===== config.mk =====
export PLATFORM = sky130hd
export DESIGN_NAME = pipe_generator
export DESIGN_NICKNAME = d
export VERILOG_FILES = /design/src/rtl/flappy_pkg.sv /design/src/rtl/lfsr16.sv /design/src/rtl/pipe_generator.sv
export SDC_FILE = /design/constraint.sdc
export NUM_CORES = 1
export LEC_CHECK = 0
export CORE_ASPECT_RATIO = 0.8
export CORE_MARGIN = 2
export CORE_UTILIZATION = 40
export CTS_CLUSTER_DIAMETER = 150
export CTS_CLUSTER_SIZE = 14
export DETAILED_ROUTE_END_ITERATION = 8
export GPL_ROUTABILITY_DRIVEN = 0
export HOLD_SLACK_MARGIN = 0.15
export PLACE_DENSITY = 0.69
export SLEW_MARGIN = 20
export SYNTH_ARGS = -nofsm -noshare
export SYNTH_HDL_FRONTEND = slang
export SYNTH_SLANG_ARGS = --single-unit

===== constraint.sdc =====
create_clock -name clk -period 5.1 [get_ports clk]
set_input_delay 1.53 -clock clk [delete_from_list [all_inputs] [get_ports clk]]
set_output_delay 1.53 -clock clk [all_outputs]
set_load 0.02 [all_outputs]

===== src/rtl/flappy_pkg.sv =====
// ---------------------------------------------------------------------------
// flappy_pkg
//   Types and screen constants used by the Flappy Bird blocks
//   (pipe_generator, display_manager, bird_physics).
//   coord_t  : 11-bit unsigned pixel coordinate
//   SCREEN_W : visible width in pixels
//   SCREEN_H : visible height in pixels
//   GAP_H    : vertical size of the gap in a pipe
// ---------------------------------------------------------------------------
package flappy_pkg;

  typedef logic [10:0] coord_t;

  localparam int SCREEN_W = 640;
  localparam int SCREEN_H = 480;
  localparam int GAP_H    = 120;

endpackage


===== src/rtl/lfsr16.sv =====
// ---------------------------------------------------------------------------
// lfsr16
//   Free-running 16-bit Fibonacci LFSR using taps 16,14,13,11.
//   It advances on every clock edge and has no enable input.
//   Ports:
//     clk   in   1   clock
//     reset in   1   asynchronous active-low reset; loads SEED
//     q     out  16  current LFSR state
//   Parameter:
//     SEED  reset value; it must be non-zero or the register locks up at 0
// ---------------------------------------------------------------------------
module lfsr16 #(
  parameter logic [15:0] SEED = 16'hACE1
) (
  input  logic        clk,
  input  logic        reset,
  output logic [15:0] q
);

  logic [15:0] state_q;
  logic [15:0] state_d;
  logic        feedback;

  // Tap 16 is bit 15, tap 14 is bit 13, tap 13 is bit 12 and tap 11 is bit 10.
  assign feedback = state_q[15] ^ state_q[13] ^ state_q[12] ^ state_q[10];
  assign state_d  = {state_q[14:0], feedback};

  always_ff @(posedge clk or negedge reset) begin
    if (!reset) begin
      state_q <= SEED;
    end else begin
      state_q <= state_d;
    end
  end

  assign q = state_q;

endmodule


===== src/rtl/pipe_generator.sv =====
// ---------------------------------------------------------------------------
// pipe_generator
//   Produces two scrolling pipes with random gap heights, plus a saturating
//   score of pipes passed by the bird.
//   Ports:
//     clk         in   1   system clock
//     reset       in   1   asynchronous active-low reset
//     tick        in   1   one-clock game-step strobe
//     enable      in   1   game running; ticks are ignored when low
//     bird_x      in   11  bird left-edge x, used for scoring
//     pipe1_x     out  11  pipe 1 x
//     pipe1_y     out  11  pipe 1 gap-top y
//     pipe2_x     out  11  pipe 2 x
//     pipe2_y     out  11  pipe 2 gap-top y
//     score       out  10  pipes passed, saturating at SCORE_MAX
//     score_pulse out  1   high for one clock whenever score changes
//   All outputs are registered.
//   Build option: define PIPE_SPEEDUP_EN to make the scroll speed increase
//   with the score as min(SPEED + score/10, 7). Without this macro the speed
//   is the constant SPEED.
// ---------------------------------------------------------------------------
module pipe_generator #(
  parameter int          SCREEN_W  = flappy_pkg::SCREEN_W,
  parameter int          SPACING   = 320,
  parameter int          GAP_MIN   = 100,
  parameter int          SPEED     = 1,
  parameter logic [15:0] LFSR_SEED = 16'hACE1,
  parameter int          SCORE_MAX = 999
) (
  input  logic        clk,
  input  logic        reset,
  input  logic        tick,
  input  logic        enable,
  input  logic [10:0] bird_x,
  output logic [10:0] pipe1_x,
  output logic [10:0] pipe1_y,
  output logic [10:0] pipe2_x,
  output logic [10:0] pipe2_y,
  output logic [9:0]  score,
  output logic        score_pulse
);

  typedef flappy_pkg::coord_t coord_t;

  localparam coord_t X_WRAP = coord_t'(SCREEN_W - 1);
  localparam coord_t X1_RST = coord_t'(SCREEN_W - SPACING - 1);
  localparam coord_t X2_RST = coord_t'(SCREEN_W - 1);
  localparam coord_t Y1_RST = coord_t'(250);
  localparam coord_t Y2_RST = coord_t'(200);
  localparam coord_t Y_BASE = coord_t'(GAP_MIN);
  localparam coord_t S_MAX  = coord_t'(SCORE_MAX);

  logic [15:0] lfsr_q;
  logic [7:0]  rnd [2];
  coord_t      x_q [2];
  coord_t      x_d [2];
  coord_t      y_q [2];
  coord_t      y_d [2];
  logic [1:0]  hit;
  logic [9:0]  score_q;
  logic [9:0]  score_d;
  logic        pulse_q;
  logic        pulse_d;
  coord_t      score_sum;
  coord_t      spd;
  logic        step;

  lfsr16 #(.SEED(LFSR_SEED)) u_lfsr (
    .clk   (clk),
    .reset (reset),
    .q     (lfsr_q)
  );

  // Each pipe takes a different byte, so two pipes that wrap on the same
  // step still get different gap heights.
  assign rnd[0] = lfsr_q[7:0];
  assign rnd[1] = lfsr_q[15:8];
  assign step   = tick & enable;

`ifdef PIPE_SPEEDUP_EN
  logic [2:0]  speed_q;
  logic [2:0]  speed_d;
  logic [9:0]  boost;
  coord_t      speed_raw;

  // The speed is computed from the registered score, so a speed change
  // takes effect one cycle after the score changes.
  always_comb begin
    boost     = score_q / 10'd10;
    speed_raw = coord_t'(SPEED) + {1'b0, boost};
    speed_d   = (speed_raw > coord_t'(7)) ? 3'd7 : speed_raw[2:0];
  end

  always_ff @(posedge clk or negedge reset) begin
    if (!reset) begin
      speed_q <= 3'(SPEED);
    end else begin
      speed_q <= speed_d;
    end
  end

  assign spd = {8'd0, speed_q};
`else
  assign spd = coord_t'(SPEED);
`endif

  always_comb begin
    for (int i = 0; i < 2; i++) begin
      x_d[i] = x_q[i];
      y_d[i] = y_q[i];
      hit[i] = 1'b0;
      if (step) begin
        // Compare against the old x before subtracting, so an x value that
        // has wrapped below zero is never stored.
        if (x_q[i] < spd) begin
          x_d[i] = X_WRAP;
          y_d[i] = Y_BASE + {3'b000, rnd[i]};
        end else begin
          x_d[i] = x_q[i] - spd;
          // A pipe scores when it moves past the bird; a wrap never scores.
          hit[i] = (x_q[i] > bird_x) && (x_d[i] <= bird_x);
        end
      end
    end
    score_sum = {1'b0, score_q} + {10'd0, hit[0]} + {10'd0, hit[1]};
    if (score_sum > S_MAX) begin
      score_sum = S_MAX;
    end
    score_d = score_sum[9:0];
    // When the score is saturated no pulse is produced.
    pulse_d = (score_d != score_q);
  end

  always_ff @(posedge clk or negedge reset) begin
    if (!reset) begin
      x_q[0]  <= X1_RST;
      x_q[1]  <= X2_RST;
      y_q[0]  <= Y1_RST;
      y_q[1]  <= Y2_RST;
      score_q <= 10'd0;
      pulse_q <= 1'b0;
    end else begin
      x_q[0]  <= x_d[0];
      x_q[1]  <= x_d[1];
      y_q[0]  <= y_d[0];
      y_q[1]  <= y_d[1];
      score_q <= score_d;
      pulse_q <= pulse_d;
    end
  end

  assign pipe1_x     = x_q[0];
  assign pipe1_y     = y_q[0];
  assign pipe2_x     = x_q[1];
  assign pipe2_y     = y_q[1];
  assign score       = score_q;
  assign score_pulse = pulse_q;

endmodule

==> impl_metrics.json <==
{
  "ys_seq_area_share_pct": 40.0,
  "yosysMostFrequentCell": "ha_1",
  "p_sw_mw": 0.916,
  "fin_setup_tns_ps": 0,
  "path_class": "input pin to register",
  "numPortBuffers": 65,
  "io-pin-count": 70,
  "worstPathBufferInverterCount": 3,
  "hpwl_um": 7660,
  "synthArstFlopShare_pct": 100,
  "status": "completed",
  "power.density_mw_per_mm2": 450,
  "crit_fanout": 5,
  "finalCritPeriodShare_pct": 94.4,
  "synth_flop_cell": "dfrtp_1",
  "slew_viol_final": 0,
  "start_util_pct": 41.4,
  "ir_worst_vdd_v": 0.000161,
  "power_frac_comb_pct": 39.6,
  "setup_viol": 0,
  "synthTopCellsByCount": "49 x ha_1, 35 x dfrtp_1, 34 x nand2_1",
  "worstHoldEndpoint": "u_lfsr.q[10]",
  "clock.fmax_mhz": 208,
  "cts_hold_buf": 0,
  "htreeDepth": 3,
  "diodes": 0,
  "r2r-start": "pipe2_x[0]",
  "synth_enable_flop_cells": 0,
  "synth_compound_area_share_pct": 12.6,
  "cp-start-kind": "input pin",
  "crit_required_ps": 5320,
  "regToRegSetupSlack_ps": 610,
  "initialDrtViolationCount": 159,
  "yosysUniqueCellTypes": 60,
  "hold_depth": 0,
  "drive_gt1_share_pct": 15.6,
  "synthTopCellsByArea": "dfrtp_1 20%, dfstp_2 20%, ha_1 14%, xnor2_1 5.1%, xor2_1 3.7%",
  "synth.cell_area_sq_mm": 0.00429,
  "ctsLongestPathBuffers": 2,
  "synth_top_area_share_pct": 20.4,
  "period_needed_ps": 4810,
  "crit_chain": "clkdlybuf4s50_1, inv_1, ha_1, a21oi_1, nor2b_1, o21ai_0, a31oi_1, a211oi_1, nor4_1, fa_1, ha_1, buf_4, xnor2_1, a21oi_1, o2111ai_2, nand2_1, or2_1",
  "die_h_um": 96.6,
  "critPathSlowestCell": "clkdlybuf4s50_1",
  "die_x_um": 120,
  "synth_warnings": 0,
  "rsz0062_at_grt": "no",
  "hold_path_startpoint": "u_lfsr.q[9]",
  "via_per_inst": 5.28,
  "cts.sinks": 67,
  "die_area_sq_mm": 0.0116,
  "postSynthAreaPerCell_sq_um": 10.1,
  "grt_pass1_wl_um": 16600,
  "synthSimpleGateAreaFrac_pct": 17.6,
  "grt_pass1_vias": 3405,
  "track_usage_pct": 18.1,
  "maxSlewHeadroom_pct": 53.2,
  "syn-instance-count": 426,
  "placementRows": 33,
  "ant_nets": 0,
  "worstPathArrival_ps": 5030,
  "root_buffer": "clkbuf_16",
  "dr.pass1.iters": 5,
  "final_net_count": 565,
  "critPathMaxStageDelay_ps": 470,
  "sequentialPowerShare_pct": 34.2,
  "synth_mux_area_share_pct": 2.60,
  "post_cts_resized": 0,
  "post_cts.repair.setup_buffers": 0,
  "routedWlPerCell_um": 15.2,
  "skew_ps": 9.99,
  "hp-class": "register to register",
  "swShare_pct": 37.5,
  "totalWireLength_um": 9810,
  "yosysTopAreaCell": "dfrtp_1",
  "p_int_mw": 1.53,
  "synth_fa_ha_area_share_pct": 14.8,
  "hold_viol_final": 0,
  "antenna_found_initial": 0,
  "cts_tree": "built",
  "r2r_end": "score_pulse",
  "grt_start_max_net_pins": 37,
  "numCtsBuffers": 9,
  "max-cap-violations": 0,
  "drcViolationCount": 0,
  "crit_path_end_kind": "register",
  "worst_pin_slew_ps": 702,
  "core_area_sq_mm": 0.0104,
  "power.total_mw": 2.44,
  "synthXorXnorAreaFrac_pct": 8.78,
  "vias": 3405,
  "synth.ff_latch_count": 67,
  "power.leakage_nw": 2.39,
  "crit_family": "compound AO/OA/AOI/OAI gates",
  "p_clk_share_pct": 26.2,
  "clk_latency_ps": 340,
  "clk_pin_slew_ps": 60,
  "reg2reg_depth": 18,
  "grt-ovfl-total": 0,
  "area_growth_pct": 26.4,
  "synth_top_family_by_area": "simple AND/OR/NAND/NOR gates"
}
-- power by group through the flow --
| stage | Combinational, mW | Sequential, mW | Clock, mW |
|---|---|---|---|
| finish | 0.967 | 0.836 | 0.640 |
| global route | 1.07 | 0.854 | 0.674 |
| CTS | 0.962 | 0.835 | 0.655 |
| detailed placement | 0.958 | 0.843 | 0 |
| global placement | 0.933 | 0.837 | 0 |
| floorplan | 0.503 | 0.916 | 0 |
-- metrics by stage --
| stage | std cells | hold slack, ps | worst slack [ps] | utilization (%) | instance area (sq um) |
|---|---|---|---|---|---|
| floorplan | 429 | 349 | 590 | - | 4300 |
| detailed placement | 629 | 359 | -20.2 | 49.3 | 5110 |
| global placement | 629 | 360 | 86.8 | 49.3 | 5110 |
| global route | 645 | 379 | 36.3 | 52.3 | 5420 |
| CTS | 645 | 367 | 337 | 52.3 | 5420 |
| finish | 645 | 364 | 285 | 52.3 | 5420 |
-- cells by family after synthesis --
family / after synthesis
DFF: 67
and+or+nand+nor: 137
xor gates and xnor gates: 43
AOI/OAI and AO/OA: 84
adders and majority gates: 50
other: 1
buffers and inverters: 34
muxes: 10
-- flip-flops by register name, indices dropped and copies added (netlist names) --
| name | flops |
|---|---|
| u_lfsr.q | 16 |
| pipe1_x | 11 |
| pipe2_x | 11 |
| score | 10 |
| pipe1_y | 9 |
| pipe2_y | 9 |
| score_pulse | 1 |
-- worst max-delay path by stage --
stage / startpoint / endpoint / slack, ps / cells past startpoint
global route: bird_x[4] / score_pulse / 40 / 16
detailed placement: bird_x[4] / score[0] / -20 / 17
floorplan: bird_x[6] / score_pulse / 590 / 15
finish: bird_x[4] / score[0] / 290 / 17
global placement: bird_x[1] / score_pulse / 90 / 17
CTS: bird_x[4] / score_pulse / 340 / 17
-- final cells by class --
class | instances | area (sq um)
repair buffers | 73 | 706
flip-flops and latches | 67 | 1720
well taps | 140 | 175
clock buffers | 10 | 239
multi-input cells | 328 | 2430
inverters | 21 | 78.8
clock inverters | 6 | 72.6
fillers | 942 | 4940
-- metal layers --
layer,vias to the layer above,global-route usage (%),share of wire (%)
li1,1680,-,-
met1,1624,25.8,50
met2,89,26.5,43
met3,12,5.07,5.8
met4,0,5.43,1.2
met5,-,0,0
-- worst register-to-register path, stage by stage, from the launching register on --
cell       delay, ps
dfstp_2          390
inv_1            120
ha_1             270
nand3_1          200
nor3_1           520
nand2_1          170
xnor2_1          250
ha_1             300
a211oi_1         250
a31oi_1          120
a211oi_1         310
fa_1             260
buf_4            150
nand2_1          140
nor4_4           250
xor2_1           230
o2111ai_2        190
nor3_1           200
a21oi_1           60
-- placed cells by master, fill, tap and decap left out, types with 4 or more instances in the layout --
| cell | n |
|---|---|
| buf_4 | 8 |
| nand4_1 | 8 |
| o21a_1 | 9 |
| mux2_2 | 9 |
| nor3_1 | 9 |
| nand2_1 | 34 |
| xnor2_1 | 25 |
| clkbuf_16 | 9 |
| nand3_1 | 18 |
| a21oi_1 | 16 |
| clkdlybuf4s50_1 | 64 |
| nor2_1 | 25 |
| xor2_1 | 18 |
| o21ai_0 | 17 |
| o21ai_1 | 6 |
| ha_1 | 49 |
| a211oi_1 | 4 |
| a31oi_1 | 9 |
| dfstp_2 | 32 |
| dfrtp_1 | 35 |
| inv_1 | 21 |
| nor2b_1 | 7 |
| conb_1 | 4 |
| a21o_1 | 4 |
No activity file was read; power rests on OpenSTA's default activity.
